File: src/rtl/picomips_pkg.sv
// Shared picoMIPS definitions: default datapath widths and the register-file FSM states.
package picomips_pkg;

   localparam int unsigned N_DEF  = 8;
   localparam int unsigned AW_DEF = 3;

   typedef enum logic {IDLE, WAIT_IN} rf_state_t;

endpackage

File: src/rtl/regfile_wb_if.sv
// Register-file bus: operand reads, ALU writeback, input capture handshake, LED output.
//   slave  : the register file (drives rdata_a/b, stall, out_data)
//   master : the core/decoder side (drives addresses, writeback and input signals)
interface regfile_wb_if
   import picomips_pkg::*;
#(
   parameter int unsigned N  = N_DEF,
   parameter int unsigned AW = AW_DEF
) ();

   logic [AW-1:0] raddr_a;
   logic [AW-1:0] raddr_b;
   logic [N-1:0]  rdata_a;
   logic [N-1:0]  rdata_b;
   logic          we;
   logic [AW-1:0] waddr;
   logic [N-1:0]  wdata;
   logic          in_req;
   logic          in_valid;
   logic [N-1:0]  in_data;
   logic          stall;
   logic [N-1:0]  out_data;

   modport slave (
      input  raddr_a, raddr_b, we, waddr, wdata, in_req, in_valid, in_data,
      output rdata_a, rdata_b, stall, out_data
   );

   modport master (
      output raddr_a, raddr_b, we, waddr, wdata, in_req, in_valid, in_data,
      input  rdata_a, rdata_b, stall, out_data
   );

endinterface

File: src/rtl/regfile_wb.sv
// picoMIPS operand register file with ALU writeback, stalling input capture and LED mirror.
// Ports:
//   clk     : rising-edge clock
//   nReset  : synchronous active-low reset
//   bus     : regfile_wb_if.slave (read ports A/B, writeback, input capture, stall, out_data)
// Parameters: N data width, AW address width (2**AW registers), OUT_REG mirrored register.
// Optional macro WR_BYPASS_EN: same-cycle write data is forwarded to matching read ports.
module regfile_wb
   import picomips_pkg::*;
#(
   parameter int unsigned N       = N_DEF,
   parameter int unsigned AW      = AW_DEF,
   parameter int unsigned OUT_REG = 1
) (
   input  logic          clk,
   input  logic          nReset,
   regfile_wb_if.slave   bus
);

   localparam int unsigned   NREG     = 2 ** AW;
   localparam logic [AW-1:0] OUT_ADDR = AW'(OUT_REG);

   rf_state_t     state;
   logic [AW-1:0] cap_addr;
   logic [N-1:0]  regs [NREG];
   logic [N-1:0]  out_data_q;

   logic          wr_en_c;
   logic          wr_hit_c;
   logic [AW-1:0] wr_addr_c;
   logic [N-1:0]  wr_data_c;
   logic          go_wait_c;
   logic [N-1:0]  rdata_a_c;
   logic [N-1:0]  rdata_b_c;

   // Write-source selection: input capture outranks writeback; WAIT_IN ignores we/in_req.
   always_comb begin
      wr_en_c   = 1'b0;
      wr_addr_c = '0;
      wr_data_c = '0;
      go_wait_c = 1'b0;
      case (state)
         IDLE: begin
            if (bus.in_req) begin
               if (bus.in_valid) begin
                  wr_en_c   = 1'b1;
                  wr_addr_c = bus.waddr;
                  wr_data_c = bus.in_data;
               end else begin
                  go_wait_c = 1'b1;
               end
            end else if (bus.we) begin
               wr_en_c   = 1'b1;
               wr_addr_c = bus.waddr;
               wr_data_c = bus.wdata;
            end
         end
         WAIT_IN: begin
            if (bus.in_valid) begin
               wr_en_c   = 1'b1;
               wr_addr_c = cap_addr;
               wr_data_c = bus.in_data;
            end
         end
         default: ;
      endcase
      // Register 0 is hard-wired; reset suppresses any write.
      wr_hit_c = nReset && wr_en_c && (wr_addr_c != '0);
   end

   // Register array, capture FSM and out_data mirror.
   always_ff @(posedge clk) begin
      if (!nReset) begin
         state      <= IDLE;
         cap_addr   <= '0;
         out_data_q <= '0;
         for (int unsigned i = 0; i < NREG; i++) begin
            regs[i] <= '0;
         end
      end else begin
         if (wr_hit_c) begin
            regs[wr_addr_c] <= wr_data_c;
         end
         // Copies the stored value, so out_data trails the write edge by one cycle.
         out_data_q <= regs[OUT_ADDR];
         case (state)
            IDLE: begin
               if (go_wait_c) begin
                  state    <= WAIT_IN;
                  cap_addr <= bus.waddr;
               end
            end
            WAIT_IN: begin
               if (bus.in_valid) begin
                  state <= IDLE;
               end
            end
            default: state <= IDLE;
         endcase
      end
   end

   // Read ports; address 0 always reads zero and is never forwarded.
   always_comb begin
      rdata_a_c = regs[bus.raddr_a];
      rdata_b_c = regs[bus.raddr_b];
`ifdef WR_BYPASS_EN
      if (wr_hit_c && (wr_addr_c == bus.raddr_a)) rdata_a_c = wr_data_c;
      if (wr_hit_c && (wr_addr_c == bus.raddr_b)) rdata_b_c = wr_data_c;
`endif
      if (bus.raddr_a == '0) rdata_a_c = '0;
      if (bus.raddr_b == '0) rdata_b_c = '0;
   end

   assign bus.rdata_a  = rdata_a_c;
   assign bus.rdata_b  = rdata_b_c;
   // Stall rises in the same cycle an unsatisfied in_req is seen.
   assign bus.stall    = (state == WAIT_IN) || go_wait_c;
   assign bus.out_data = out_data_q;

endmodule

File: src/flat_wrapper.sv
// flat-port wrapper written by rule: the top's interface ports become plain ports
module regfile_wb_flat import picomips_pkg::*;
#(
   parameter int unsigned N       = N_DEF,
   parameter int unsigned AW      = AW_DEF,
   parameter int unsigned OUT_REG = 1
)
  (clk, nReset, bus_raddr_a, bus_raddr_b, bus_we, bus_waddr, bus_wdata, bus_in_req, bus_in_valid, bus_in_data, bus_rdata_a, bus_rdata_b, bus_stall, bus_out_data);
  regfile_wb_if #(.N(N), .AW(AW)) bus_i ();
  input  logic clk;
  input  logic nReset;
  input wire logic [$bits(bus_i.raddr_a)-1:0] bus_raddr_a;
  input wire logic [$bits(bus_i.raddr_b)-1:0] bus_raddr_b;
  input wire logic [$bits(bus_i.we)-1:0] bus_we;
  input wire logic [$bits(bus_i.waddr)-1:0] bus_waddr;
  input wire logic [$bits(bus_i.wdata)-1:0] bus_wdata;
  input wire logic [$bits(bus_i.in_req)-1:0] bus_in_req;
  input wire logic [$bits(bus_i.in_valid)-1:0] bus_in_valid;
  input wire logic [$bits(bus_i.in_data)-1:0] bus_in_data;
  output wire logic [$bits(bus_i.rdata_a)-1:0] bus_rdata_a;
  output wire logic [$bits(bus_i.rdata_b)-1:0] bus_rdata_b;
  output wire logic [$bits(bus_i.stall)-1:0] bus_stall;
  output wire logic [$bits(bus_i.out_data)-1:0] bus_out_data;
  assign bus_i.raddr_a = bus_raddr_a;
  assign bus_i.raddr_b = bus_raddr_b;
  assign bus_i.we = bus_we;
  assign bus_i.waddr = bus_waddr;
  assign bus_i.wdata = bus_wdata;
  assign bus_i.in_req = bus_in_req;
  assign bus_i.in_valid = bus_in_valid;
  assign bus_i.in_data = bus_in_data;
  assign bus_rdata_a = bus_i.rdata_a;
  assign bus_rdata_b = bus_i.rdata_b;
  assign bus_stall = bus_i.stall;
  assign bus_out_data = bus_i.out_data;
  regfile_wb #(.N(N), .AW(AW), .OUT_REG(OUT_REG)) u_core (.clk(clk), .nReset(nReset), .bus(bus_i));
endmodule
File: config.mk
export PLATFORM = sky130hd
export DESIGN_NAME = regfile_wb_flat
export DESIGN_NICKNAME = d
export VERILOG_FILES = /design/src/rtl/picomips_pkg.sv /design/src/rtl/regfile_wb_if.sv /design/src/rtl/regfile_wb.sv /design/src/flat_wrapper.sv
export SDC_FILE = /design/constraint.sdc
export NUM_CORES = 1
export LEC_CHECK = 0
export BUFFER_PORTS_ARGS = -buffer_cell sky130_fd_sc_hd__clkbuf_2
export CORE_ASPECT_RATIO = 0.7
export CORE_MARGIN = 4
export CORE_UTILIZATION = 55
export CTS_CLUSTER_DIAMETER = 120
export CTS_CLUSTER_SIZE = 10
export DETAILED_ROUTE_END_ITERATION = 8
export HOLD_SLACK_MARGIN = 0.06
export PLACE_DENSITY_LB_ADDON = 0.1
export SLEW_MARGIN = 15
export SYNTH_ARGS = -nofsm -noshare
export SYNTH_HDL_FRONTEND = slang
export SYNTH_SLANG_ARGS = --single-unit
File: constraint.sdc
create_clock -name clk -period 8.1 [get_ports clk]
set_clock_uncertainty 0.2 [all_clocks]
set_input_delay 0.405 -clock clk [delete_from_list [all_inputs] [get_ports clk]]
set_output_delay 0.405 -clock clk [all_outputs]
set_load 0.01 [all_outputs]
==> metrics.txt <==
status finished, final reports clean; Mapped Area 3840 sq um; Worst setup EP type flop; RSZ-0062 raised after global routing no; Synth Flop Type edfxtp_1; Post-synth EDFFs 56; critical path arrival 2.76 ns; largest net degree at the start of global routing 37; # nets final approximately 380; synth warn 0; Max stage delay on crit path 0.86 ns; height of the die 77.9 um; sequential share of the synthesized area 0.501; design area 4220 sq um; Antenna Nets Post-Route 0; Slew Viols, Final 0; vias 2,895; Worst Path Required 7.98 ns; Slowest-stage cell, CP dfxtp_1; Hold WC Path Type input pin to flop; Tmin final 2.88 ns; FMAX 347 MHz; width of the die 108 um; vias per cell 6.52; fill count approximately 530; max-cap violations 0; setup bufs post-CTS 0; clk buf depth 2; fin util 0.625; Syn Nets 341; Netlist cell types 32; setup ws final 5.22 ns; Cells after Synth 311; total power roughly 0.78 mW; startpoint types flop; CP Buf/Inv Count 1; Hold Buf Count CTS 0; Area growth syn-to-layout 10.1%; Top Ports 55; Root Buffer Master clkbuf_8; Congestion Overflow GR 0; hpwl dp 7010 um; DRT iter0 DRCs 404; TritonCTS clock tree done; diode count 0; initial core utilization 0.568; pre-CTS WS around 5.2 ns; dpl cell area slightly above 4000 sq um; wirelength, routed about 9600 um; ys async rst share 0; H-tree depth 3; Slew headroom 0.248; crit path cell chain nand3_1 > o21a_1 > o41ai_1 > buf_4; TritonCTS buffer count 9; clk sinks 68; Setup Crit Path Kind flop to flop; CTS resizes 0; core area 6760 sq um; Setup TNS Final 0 ns; Top delay family on crit path compound AO/OA/AOI/OAI gates; initial antenna violation count 0; CTS clk-pin slew, worst paths roughly 0.08 ns; layout cells sized above 1 0.320; RD Place Congestion between 0.8 and 0.9; Post-Syn Area per Cell 12.3 sq um; DRC errors left 0; final hold violations 0; Wirelength per Cell roughly 22 um; first-pass GRT wire length 15,200 um; Max FO, Critical Path 36; clk_lat worst skew 0.36 ns; IO buf count 54; worst slew pin tran approximately 1.1 ns; Pwr per Cell Area 185 nW/um^2; IR Drop Worst-Case VDD about 0.092 mV; vias in the first global route 2,648; Initial DRT Pass Iterations 5; # rows 25; Yosys reg bits about 70; post-route clock period utilization 0.356; setup violators final 0; die outline area between 8000 and 9000 sq um; Lkg Pwr 1.55 nW; gr usage total 0.250
flip-flops by register name, summed over array words and instances (netlist names):
signal               count
u_core.cap_addr          3
u_core.bus.out_data      8
u_core.regs             56
u_core.state             1
tightest hold or removal path, stage by stage:
cell,delay (ns)
clkbuf_2,0.09
mux2i_1,0.06
nor2_1,0.07
kinds of logic after synthesis:
| family | synth area share |
|---|---|
| flip-flops | 0.501 |
| buffers and inverters | 0.0685 |
| AO/OA/AOI/OAI | 0.121 |
| AND/OR/NAND/NOR | 0.155 |
| multiplexers | 0.154 |
area by class of cell:
type | count | area (sq um) | share of cell area
Clock buffer | 10 | 128 | 0.0302
Sequential cell | 68 | 1920 | 0.455
Clock inverter | 6 | 50.0 | 0.0118
Timing Repair Buffer | 61 | 323 | 0.0764
Inverter | 8 | 30.0 | 0.00711
Multi-Input combinational cell | 197 | 1650 | 0.392
Tap cell | 94 | 118 | 0.0278
synthesized netlist by cell type, drive strengths merged (5+ instances only):
library cell,count,area [sq um]
o211a,8,80.1
nor4bb,8,80.1
and2,8,50.1
mux2,15,169
mux2i,5,62.6
dfxtp,12,240
inv,8,30.0
mux4,16,360
o21ai,21,116
o41ai,7,61.3
a22oi,9,67.6
edfxtp,56,1680
nor4,56,350
a221oi,6,52.6
a21oi,7,35.0
clkbuf,10,37.5
nand2,9,33.8
buf,28,195
routing by layer:
metal,wire (um),vias to the layer above,track usage
li1,-,1344,-
met1,3990,1376,0.358
met2,4380,162,0.372
met3,1120,13,0.0623
met4,155,0,0.0845
met5,0,-,0
power by group:
part / total (mW) / switching (mW) / internal (mW)
combinational: 0.121 / 0.0733 / 0.0480
clock: 0.255 / 0.141 / 0.114
sequential: 0.407 / 0.0126 / 0.394
worst paths after layout:
| path | slack (ns) | cells after the start | from | end |
|---|---|---|---|---|
| worst max register to register | 5.22 | 4 | u_core.state | u_core.regs[6][4] |
| worst max-delay path | 5.22 | 4 | u_core.state | u_core.regs[6][4] |
| worst min register to register | 0.30 | 2 | u_core.cap_addr[2] | u_core.cap_addr[2] |
| worst min-delay path | 0.10 | 3 | bus_waddr[1] | u_core.cap_addr[1] |
cell usage in the layout (no fill, tap or decap):
cell,Yosys,routed
nand2_1,9,9
edfxtp_1,56,56
o21ai_0,9,9
inv_1,8,8
mux2i_1,4,4
o21ai_2,3,3
nor2b_1,2,2
mux2i_4,1,1
a221oi_1,6,6
a21o_1,2,2
buf_4,0,7
clkinvlp_4,0,2
o21a_1,4,3
a21oi_1,7,7
clkbuf_2,0,54
clkinv_4,0,3
nor2_1,4,4
dfxtp_1,12,12
mux2_2,15,15
nor3_1,1,1
clkbuf_1,10,1
a22oi_1,9,9
nand2b_1,3,3
inv_6,0,1
o21a_2,0,1
o211a_1,8,8
nor4bb_1,8,8
clkbuf_8,0,9
a211oi_1,1,1
nor3b_1,2,2
o21ai_1,9,9
mux4_2,16,16
o41ai_1,7,7
nand3_1,3,3
and2_1,8,8
nor4_1,56,56
per-stage QoR:
stage / cells / hold slack (ns)
2_1_floorplan: 311 / 0.260
3_3_place_gp: 428 / 0.280
3_5_place_dp: 428 / 0.279
4_1_cts: 444 / 0.0948
5_1_grt: 444 / 0.106
6_report: 444 / 0.100
Power figures use the tool's default switching activity.
